===== src/rtl/stream_mux_pkg.sv =====
// Shared constants and helpers for the registered round-robin stream multiplexer.
package stream_mux_pkg;

    localparam logic MODE_FIXED = 1'b0;
    localparam logic MODE_RR    = 1'b1;

    function automatic int unsigned wrap_idx(input int unsigned idx, input int unsigned n);
        return idx % n;
    endfunction

endpackage


===== src/rtl/stream_mux_rr_pick.sv =====
// Combinational rotating priority picker: first set request at or after start, wrapping modulo N.
module rr_pick
    import stream_mux_pkg::*;
#(
    parameter int N     = 4,
    parameter int SEL_W = $clog2(N)
) (
    input  logic [N-1:0]     req,
    input  logic [SEL_W-1:0] start,
    output logic [N-1:0]     grant,
    output logic [SEL_W-1:0] grant_idx,
    output logic             grant_any
);

    logic [SEL_W-1:0] idx;

    always_comb begin
        grant     = '0;
        grant_idx = '0;
        grant_any = 1'b0;
        idx       = '0;
        for (int i = 0; i < N; i++) begin
            idx = SEL_W'(wrap_idx(32'(start) + 32'(i), 32'(N)));
            if (!grant_any && req[idx]) begin
                grant[idx] = 1'b1;
                grant_idx  = idx;
                grant_any  = 1'b1;
            end
        end
    end

endmodule


===== src/rtl/stream_mux_rr.sv =====
// N-channel registered stream multiplexer with fixed-select or round-robin arbitration
// feeding a single output register.
module stream_mux_rr
    import stream_mux_pkg::*;
#(
    parameter int N     = 4,
    parameter int W     = 8,
    parameter int SEL_W = $clog2(N)
) (
    input  logic             clk,
    input  logic             rst,
    input  logic [N*W-1:0]   in_data,
    input  logic [N-1:0]     in_valid,
    output logic [N-1:0]     in_ready,
    input  logic             mode,
    input  logic [SEL_W-1:0] sel,
    output logic [W-1:0]     out_data,
    output logic [SEL_W-1:0] out_ch,
    output logic             out_valid,
    input  logic             out_ready
);

    // Handshake: a beat moves on any edge where valid && ready are both high; valid
    // never waits on ready, and a producer may not retract a beat until it is taken.

    logic [SEL_W-1:0] ptr;
    logic [SEL_W-1:0] rr_start;
    logic [N-1:0]     rr_grant;
    logic [SEL_W-1:0] rr_idx;
    logic             rr_any;

    logic             sel_ok;
    logic             fixed_any;
    logic [N-1:0]     fixed_grant;

    logic             grant_valid;
    logic [SEL_W-1:0] grant_idx;
    logic [N-1:0]     grant_onehot;
    logic [W-1:0]     grant_data;
    logic             load_en;
    logic             take;

    assign rr_start = SEL_W'(wrap_idx(32'(ptr) + 32'd1, 32'(N)));

    rr_pick #(.N(N), .SEL_W(SEL_W)) u_pick (
        .req       (in_valid),
        .start     (rr_start),
        .grant     (rr_grant),
        .grant_idx (rr_idx),
        .grant_any (rr_any)
    );

    // An out-of-range sel simply grants nobody.
    assign sel_ok    = 32'(sel) < 32'(N);
    assign fixed_any = sel_ok && in_valid[sel];

    always_comb begin
        fixed_grant = '0;
        for (int c = 0; c < N; c++) begin
            fixed_grant[c] = fixed_any && (sel == SEL_W'(c));
        end
    end

    always_comb begin
        grant_valid  = fixed_any;
        grant_idx    = sel;
        grant_onehot = fixed_grant;
        if (mode == MODE_RR) begin
            grant_valid  = rr_any;
            grant_idx    = rr_idx;
            grant_onehot = rr_grant;
        end
    end

    always_comb begin
        grant_data = '0;
        for (int c = 0; c < N; c++) begin
            if (grant_idx == SEL_W'(c)) begin
                grant_data = in_data[c*W +: W];
            end
        end
    end

    assign load_en  = !out_valid || out_ready;
    assign take     = !rst && load_en && grant_valid;
    assign in_ready = take ? grant_onehot : '0;

    always_ff @(posedge clk) begin
        if (rst) begin
            out_valid <= 1'b0;
            out_data  <= '0;
            out_ch    <= '0;
            ptr       <= SEL_W'(N - 1);
        end else if (load_en) begin
            if (grant_valid) begin
                out_valid <= 1'b1;
                out_data  <= grant_data;
                out_ch    <= grant_idx;
                ptr       <= grant_idx;
            end else begin
                out_valid <= 1'b0;
            end
        end
    end

endmodule


===== config.mk =====
export PLATFORM = sky130hd
export DESIGN_NAME = stream_mux_rr
export DESIGN_NICKNAME = d
export VERILOG_FILES = /design/src/rtl/stream_mux_pkg.sv /design/src/rtl/stream_mux_rr_pick.sv /design/src/rtl/stream_mux_rr.sv
export SDC_FILE = /design/constraint.sdc
export NUM_CORES = 1
export LEC_CHECK = 0
export CAP_MARGIN = 10
export CORE_MARGIN = 2
export CORE_UTILIZATION = 46
export DETAILED_ROUTE_END_ITERATION = 6
export PLACE_DENSITY = 0.82
export SYNTH_ARGS = -nofsm -noshare
export SYNTH_HDL_FRONTEND = slang
export SYNTH_SLANG_ARGS = --single-unit

===== constraint.sdc =====
create_clock -name clk -period 5 [get_ports clk]
set_clock_uncertainty 0.15 [all_clocks]
set_input_delay 1 -clock clk [delete_from_list [all_inputs] [get_ports clk]]
set_output_delay 1 -clock clk [all_outputs]
set_load 0.01 [all_outputs]

* After elaboration in Yosys (flattened, before gate mapping)
Index checks and enable logic that the tools add are counted.
Cells by class: magnitude comparators 9, multiplexer cells 39, eq/ne operators 6, reductions and logical operators 22, add/subtract/negate cells 4, bitwise gates (word level) 3
Operators with widths (count):
- $mux W8 | 4
- $mux W4 | 6
- $lt A2 B3 Y1 const B | 5
- $mux W1 | 15
- $logic_and A1 B1 Y1 | 13
- $or A4 B4 Y4 | 3
- $bmux W1 S2 | 5
- $mux W2 | 5
- $demux W1 S2 | 4
- $eq A2 B2 Y1 const B | 4
- $ge A2 B1 Y1 const B | 4
- $logic_not A1 Y1 | 5
- $add A2 B1 Y2 const B | 2
- $add A2 B2 Y2 const B | 2
- $eq A2 B1 Y1 const B | 2
- $logic_not A2 Y1 | 2
- $reduce_and A2 Y1 | 1
- $logic_or A1 B1 Y1 | 1
Word-level totals: word-level logic and storage cells 87, flip-flop bits (word level) 13, output and inout bits 15, input bits 42

* Longest topological paths before layout
depth in word-level cells 19, depth in mapped cells 13

* Hierarchy
From an unflattened synthesis, not the netlist that was laid out.
Second synthesis, totals: cells, all modules 133, area, all modules 1300.0 um^2
Modules (own cells, without submodules):
- stream_mux_rr | cells each 88, times used 1, area an instance 880.8 um^2, sequential area each 260.2 um^2
- rr_pick | cells each 45, times used 1, area an instance 419.2 um^2, sequential area each 0.0 um^2

* Worst setup path after synthesis
No wires, ideal clock.
path type input to output, start point in in_valid[3], end point out in_ready[0], stages 9, arrival time 2463 ps, buffers on the path 2, setup slack 1387 ps, cell sequence buf_6 -> mux2i_4 -> o21ai_0 -> o21ai_0 -> a31o_2 -> nand2b_4 -> or2_2 -> buf_4 -> nor2_1
On the way: word-level cells in the longest chain between the ends 15, elaborated cells on any way between the ends 32, those cells by class mux (21); bitwise (3); reduce/logical (8)
Ends and longest elaborated chain:
- start, declared | line stream_mux_rr.sv:13 | input logic [N-1:0] in_valid,
- $bmux W1 S2 | line stream_mux_rr_pick.sv:24 | if (!grant_any && req[idx]) begin
- $mux W1 (implied by the code) | line stream_mux_rr_pick.sv:24
- $mux W1 | line stream_mux_rr_pick.sv:24
- $logic_not A1 Y1 | line stream_mux_rr_pick.sv:24
- $logic_and A1 B1 Y1 | line stream_mux_rr_pick.sv:24
- $mux W1 | line stream_mux_rr_pick.sv:24
- $logic_not A1 Y1 | line stream_mux_rr_pick.sv:24
- $logic_and A1 B1 Y1 | line stream_mux_rr_pick.sv:24
- $mux W1 | line stream_mux_rr_pick.sv:24
- $logic_not A1 Y1 | line stream_mux_rr_pick.sv:24
- $logic_and A1 B1 Y1 | line stream_mux_rr_pick.sv:24
- $mux W1 | line stream_mux_rr_pick.sv:24
- $mux W1 | line stream_mux_rr.sv:68 | if (mode == MODE_RR) begin
- $logic_and A1 B1 Y1 | line stream_mux_rr.sv:85 | assign take = !rst && load_en && grant_valid;
- $mux W4 * | line stream_mux_rr.sv:86 | assign in_ready = take ? grant_onehot : '0;
- end, declared | line stream_mux_rr.sv:14 | output logic [N-1:0] in_ready,
Every way passes the cells marked *; elsewhere a longest branch is shown, timed or not. The select of a mux whose other input is x is not followed.

* Worst setup path after layout
start point in in_valid[3], end point out in_ready[2]
The elaborated chain is that of the path after synthesis.

==> summary.md <==
| Metric | Value |
|---|---|
| Outcome | `finished, final reports clean` |
| Clock tree from TritonCTS | `built` |
| Antenna diode instance count | `0` |
| HPWL after DPL | `between 3 and 4 mm` |
| Average size of a mapped cell | `9.403 um^2` |
| Cell class contributing the biggest share of worst-path delay | `buffers and inverters` |
| Gates resized, CTS repair | `0` |
| Length in cells of the worst reg-to-reg path | `9` |
| Min-delay worst type | `flop to flop` |
| Post-synthesis mux area share | `roughly 10%` |
| Die Span X | `around 62 um` |
| Placement row count | `21` |
| Number of remaining DRC errors | `0` |
| Period utilisation layout | `about 96%` |
| Count of maximum capacitance violations | `0` |
| Worst vdd rail ir drop | `roughly 0.00014 V` |
| Residual overflow from global routing | `0` |
| Top cells by area in the synthesized netlist | `sky130_fd_sc_hd__dfxtp_1, sky130_fd_sc_hd__o31ai_2, sky130_fd_sc_hd__a21oi_2` |
| Main combinational cell family by area after synthesis | `compound AO/OA/AOI/OAI gates` |
| Leak | `about 0.76 nW` |
| Synth cell count leaders | `sky130_fd_sc_hd__dfxtp_1, sky130_fd_sc_hd__nor2_1, sky130_fd_sc_hd__o21ai_0` |
| Arrival time worst endpoint | `about 3600 ps` |
| Final Slew Violations | `0` |
| Number of clock sinks | `13` |
| Buffers inserted during post-CTS setup optimization | `0` |
| Seq cells post-synth | `13` |
| Post-synthesis instance area | `about 1600 um^2` |
| Largest area contributor in the synthesized netlist | `sky130_fd_sc_hd__dfxtp_1` |
| Area growth from synthesis to final layout | `36.18%` |
| Number of fillers in the final layout | `~300` |
| Kind of end point of the critical path | `output port` |
| Cells along the critical path | `clkdlybuf4s50_1 -> mux2i_4 -> o21ai_0 -> o21ai_0 -> a31o_2 -> nand2b_4 -> or2_2 -> nor2_1 -> clkdlybuf4s50_1` |
| Placer congestion estimate | `roughly 0.9` |
| Fmax | `between 200 and 250 MHz` |
| Standard cell core area | `roughly 3300 um^2` |
| CTS H-tree depth | `1` |
| Post-synthesis adder-cell area fraction | `approximately 5.6%` |
| Critical Path Max Stage Delay | `between 600 and 700 ps` |
| Setup TNS | `0 ps` |
| Number of cells on the critical path | `9` |
| Aggregate routed wire length | `about 4.5 mm` |
| Post-route total power | `around 580 uW` |
| Post-CTS clock slew at the launch and capture registers of the worst setup and hold paths | `80 ps` |
| Via count of the first global-routing pass | `~1600` |
| Area of the die | `between 3000 and 4000 um^2` |
| Fin crit period | `4784 ps` |
| Global-route wire length before repair | `between 7 and 8 mm` |
| Startpoint kind of the worst setup timing path | `primary input` |
| Synthesis Warnings | `0` |
| Count of flip-flops with a built-in enable after synthesis | `0` |
| Antenna violations before repair | `0` |
| Power per Cell Area | `between 200 and 300 nW/um^2` |
| Via count of the routed design | `between 1500 and 2000` |
| Slew @ Worst Pin | `between 800 and 900 ps` |
| Area of combinational cells with multiple inputs | `about 1200 um^2` |
| Maximum number of pins on one net before global-route repair | `19` |
| Hold bufs inserted after CTS | `0` |
| Initial core utilization | `a little under half` |
| Count of final setup violators | `0` |
| DRT iter0 DRCs | `between 150 and 200` |
| Count of input and output buffers | `56` |
| Height of the chip | `62.43 um` |
| Setup repair after global routing missed its margin | `false` |
| Share of the synthesized area in compound gates (AO/OA/AOI/OAI) | `40.24%` |
| CP Max Fanout | `14` |
| Cell with the most instances after synthesis | `sky130_fd_sc_hd__dfxtp_1` |
| Source-to-sink clock delay at the later pin of the worst-skew pair | `between 200 and 300 ps` |
| Area share of the largest cell type after synthesis | `~17%` |
| Pre-Repair DR Iteration Count | `5` |
| Global Route Usage Sum | `about a quarter` |
| Clock root cell | `sky130_fd_sc_hd__clkbuf_4` |
| Required @ worst endpoint | `between 3000 and 4000 ps` |
| Hold path cells | `2` |
| Flip-flop cell with the highest count after synthesis | `sky130_fd_sc_hd__dfxtp_1` |
| Sequential cell area fraction in the yosys report | `roughly 17%` |
| Layout cell share with drive strength beyond 1 | `between 20% and 30%` |
| Vias/cell | `5.951` |
| Post-route antenna net violation count | `0` |
| Nets@finish | `270` |
| Remaining max-slew budget at the tightest pin | `between 40% and 50%` |
| Footprint of the flip-flops and latches | `260.3 um^2` |
| Buffer and inverter count on the worst path | `2` |
| Synthesized net count | `about 220` |
| Share of synthesized cell area in and, or, nand and nor gates | `between 10% and 20%` |
| Number of buffers inserted during clock tree synthesis | `3` |
| Bufs on Longest Clock Path | `2` |
| Syn Inst Count | `167` |
| Distinct cell type count of the synthesized netlist | `50` |
| Top-level I/O count | `57` |
| Cell with the biggest individual delay on the critical path | `sky130_fd_sc_hd__clkdlybuf4s50_1` |
| Synth Area in XOR/XNOR | `0%` |
| Critical path type | `primary input to output port` |
| Mean routed wirelength per cell | `16.91 um` |
| Ys async rst share | `0%` |
| Final hold violation count | `0` |
-- flip-flops by register name, summed over array words and instances (netlist names) --
| name | count |
|---|---|
| out_data | 8 |
| out_ch | 2 |
| ptr | 2 |
| out_valid | 1 |
-- area by class of cell --
cell class	count	area share, %
multi-input cells	139	55.59
flip-flops and latches	13	12.17
well taps	46	2.692
repair buffers	60	27.62
clock buffers	4	1.229
inverters	4	0.7022
-- worst paths after layout --
path / startpoint / to / slack [ps]
worst max-delay path: in_valid[3] / in_ready[2] / 220
worst max register to register: ptr[0] / out_data[3] / 1180
worst min-delay path: out_ch[0] / out_ch[0] / 360
worst min register to register: out_ch[0] / out_ch[0] / 360
-- metrics by stage --
step	instances	hold slack (ps)	instance area (um^2)	setup WS, ps	util (%)
final	266	361.4	2138	216.0	64.59
after global routing	266	398.0	2138	30.88	64.59
after CTS	266	364.9	2138	235.2	64.59
after detailed placement	262	350.6	2112	248.1	63.79
after global placement	262	342.1	2112	294.8	63.79
after floorplan	167	355.3	1570	1387	-
-- where the power goes --
group          switching, mW  internal, mW  leakage [nW]
registers             0.0190         0.123         0.108
clock network         0.0332        0.0308        0.0150
logic                  0.196         0.179         0.641
-- tightest hold or removal path, stage by stage, from the launching register on --
cell,delay (ps)
sky130_fd_sc_hd__dfxtp_1,320
sky130_fd_sc_hd__nor2b_1,100
sky130_fd_sc_hd__nor3_1,50
-- layout by cell type (no fill, tap or decap), types with 2 or more instances in the layout --
master and instances:
sky130_fd_sc_hd__nor3b_1 2, sky130_fd_sc_hd__nor2b_1 2, sky130_fd_sc_hd__o31ai_2 8, sky130_fd_sc_hd__nor4_1 3, sky130_fd_sc_hd__ha_1 7, sky130_fd_sc_hd__nand3b_1 8, sky130_fd_sc_hd__o21ai_0 11, sky130_fd_sc_hd__clkbuf_4 3
sky130_fd_sc_hd__clkdlybuf4s50_1 56, sky130_fd_sc_hd__a21oi_1 10, sky130_fd_sc_hd__nor3_1 3, sky130_fd_sc_hd__nand2b_1 3, sky130_fd_sc_hd__nor2_1 11, sky130_fd_sc_hd__inv_1 4, sky130_fd_sc_hd__a21oi_2 10, sky130_fd_sc_hd__a31o_2 7
sky130_fd_sc_hd__mux4_1 2, sky130_fd_sc_hd__dfxtp_1 13, sky130_fd_sc_hd__mux2i_2 2, sky130_fd_sc_hd__mux2i_1 2, sky130_fd_sc_hd__nor4bb_1 2, sky130_fd_sc_hd__a22oi_1 8, sky130_fd_sc_hd__and2_1 2, sky130_fd_sc_hd__nand2_1 4
sky130_fd_sc_hd__buf_4 4, sky130_fd_sc_hd__a31o_1 10
-- layer usage --
| metal | track usage (%) | routed length (um) | vias up |
|---|---|---|---|
| li1 | - | - | 769 |
| met1 | 27.31 | 1838 | 749 |
| met2 | 45.70 | 2381 | 61 |
| met3 | 3.423 | 244 | 4 |
| met4 | 4.167 | 32 | 0 |
| met5 | 0 | 0 | - |
-- logic make-up after synthesis --
| family | after synthesis |
|---|---|
| buffers and inverters | 15 |
| and+or+nand+nor | 47 |
| AOI/OAI and AO/OA | 76 |
| muxes | 9 |
| adders and majority gates | 7 |
| DFF | 13 |
No activity file was read; power rests on OpenSTA's default activity.
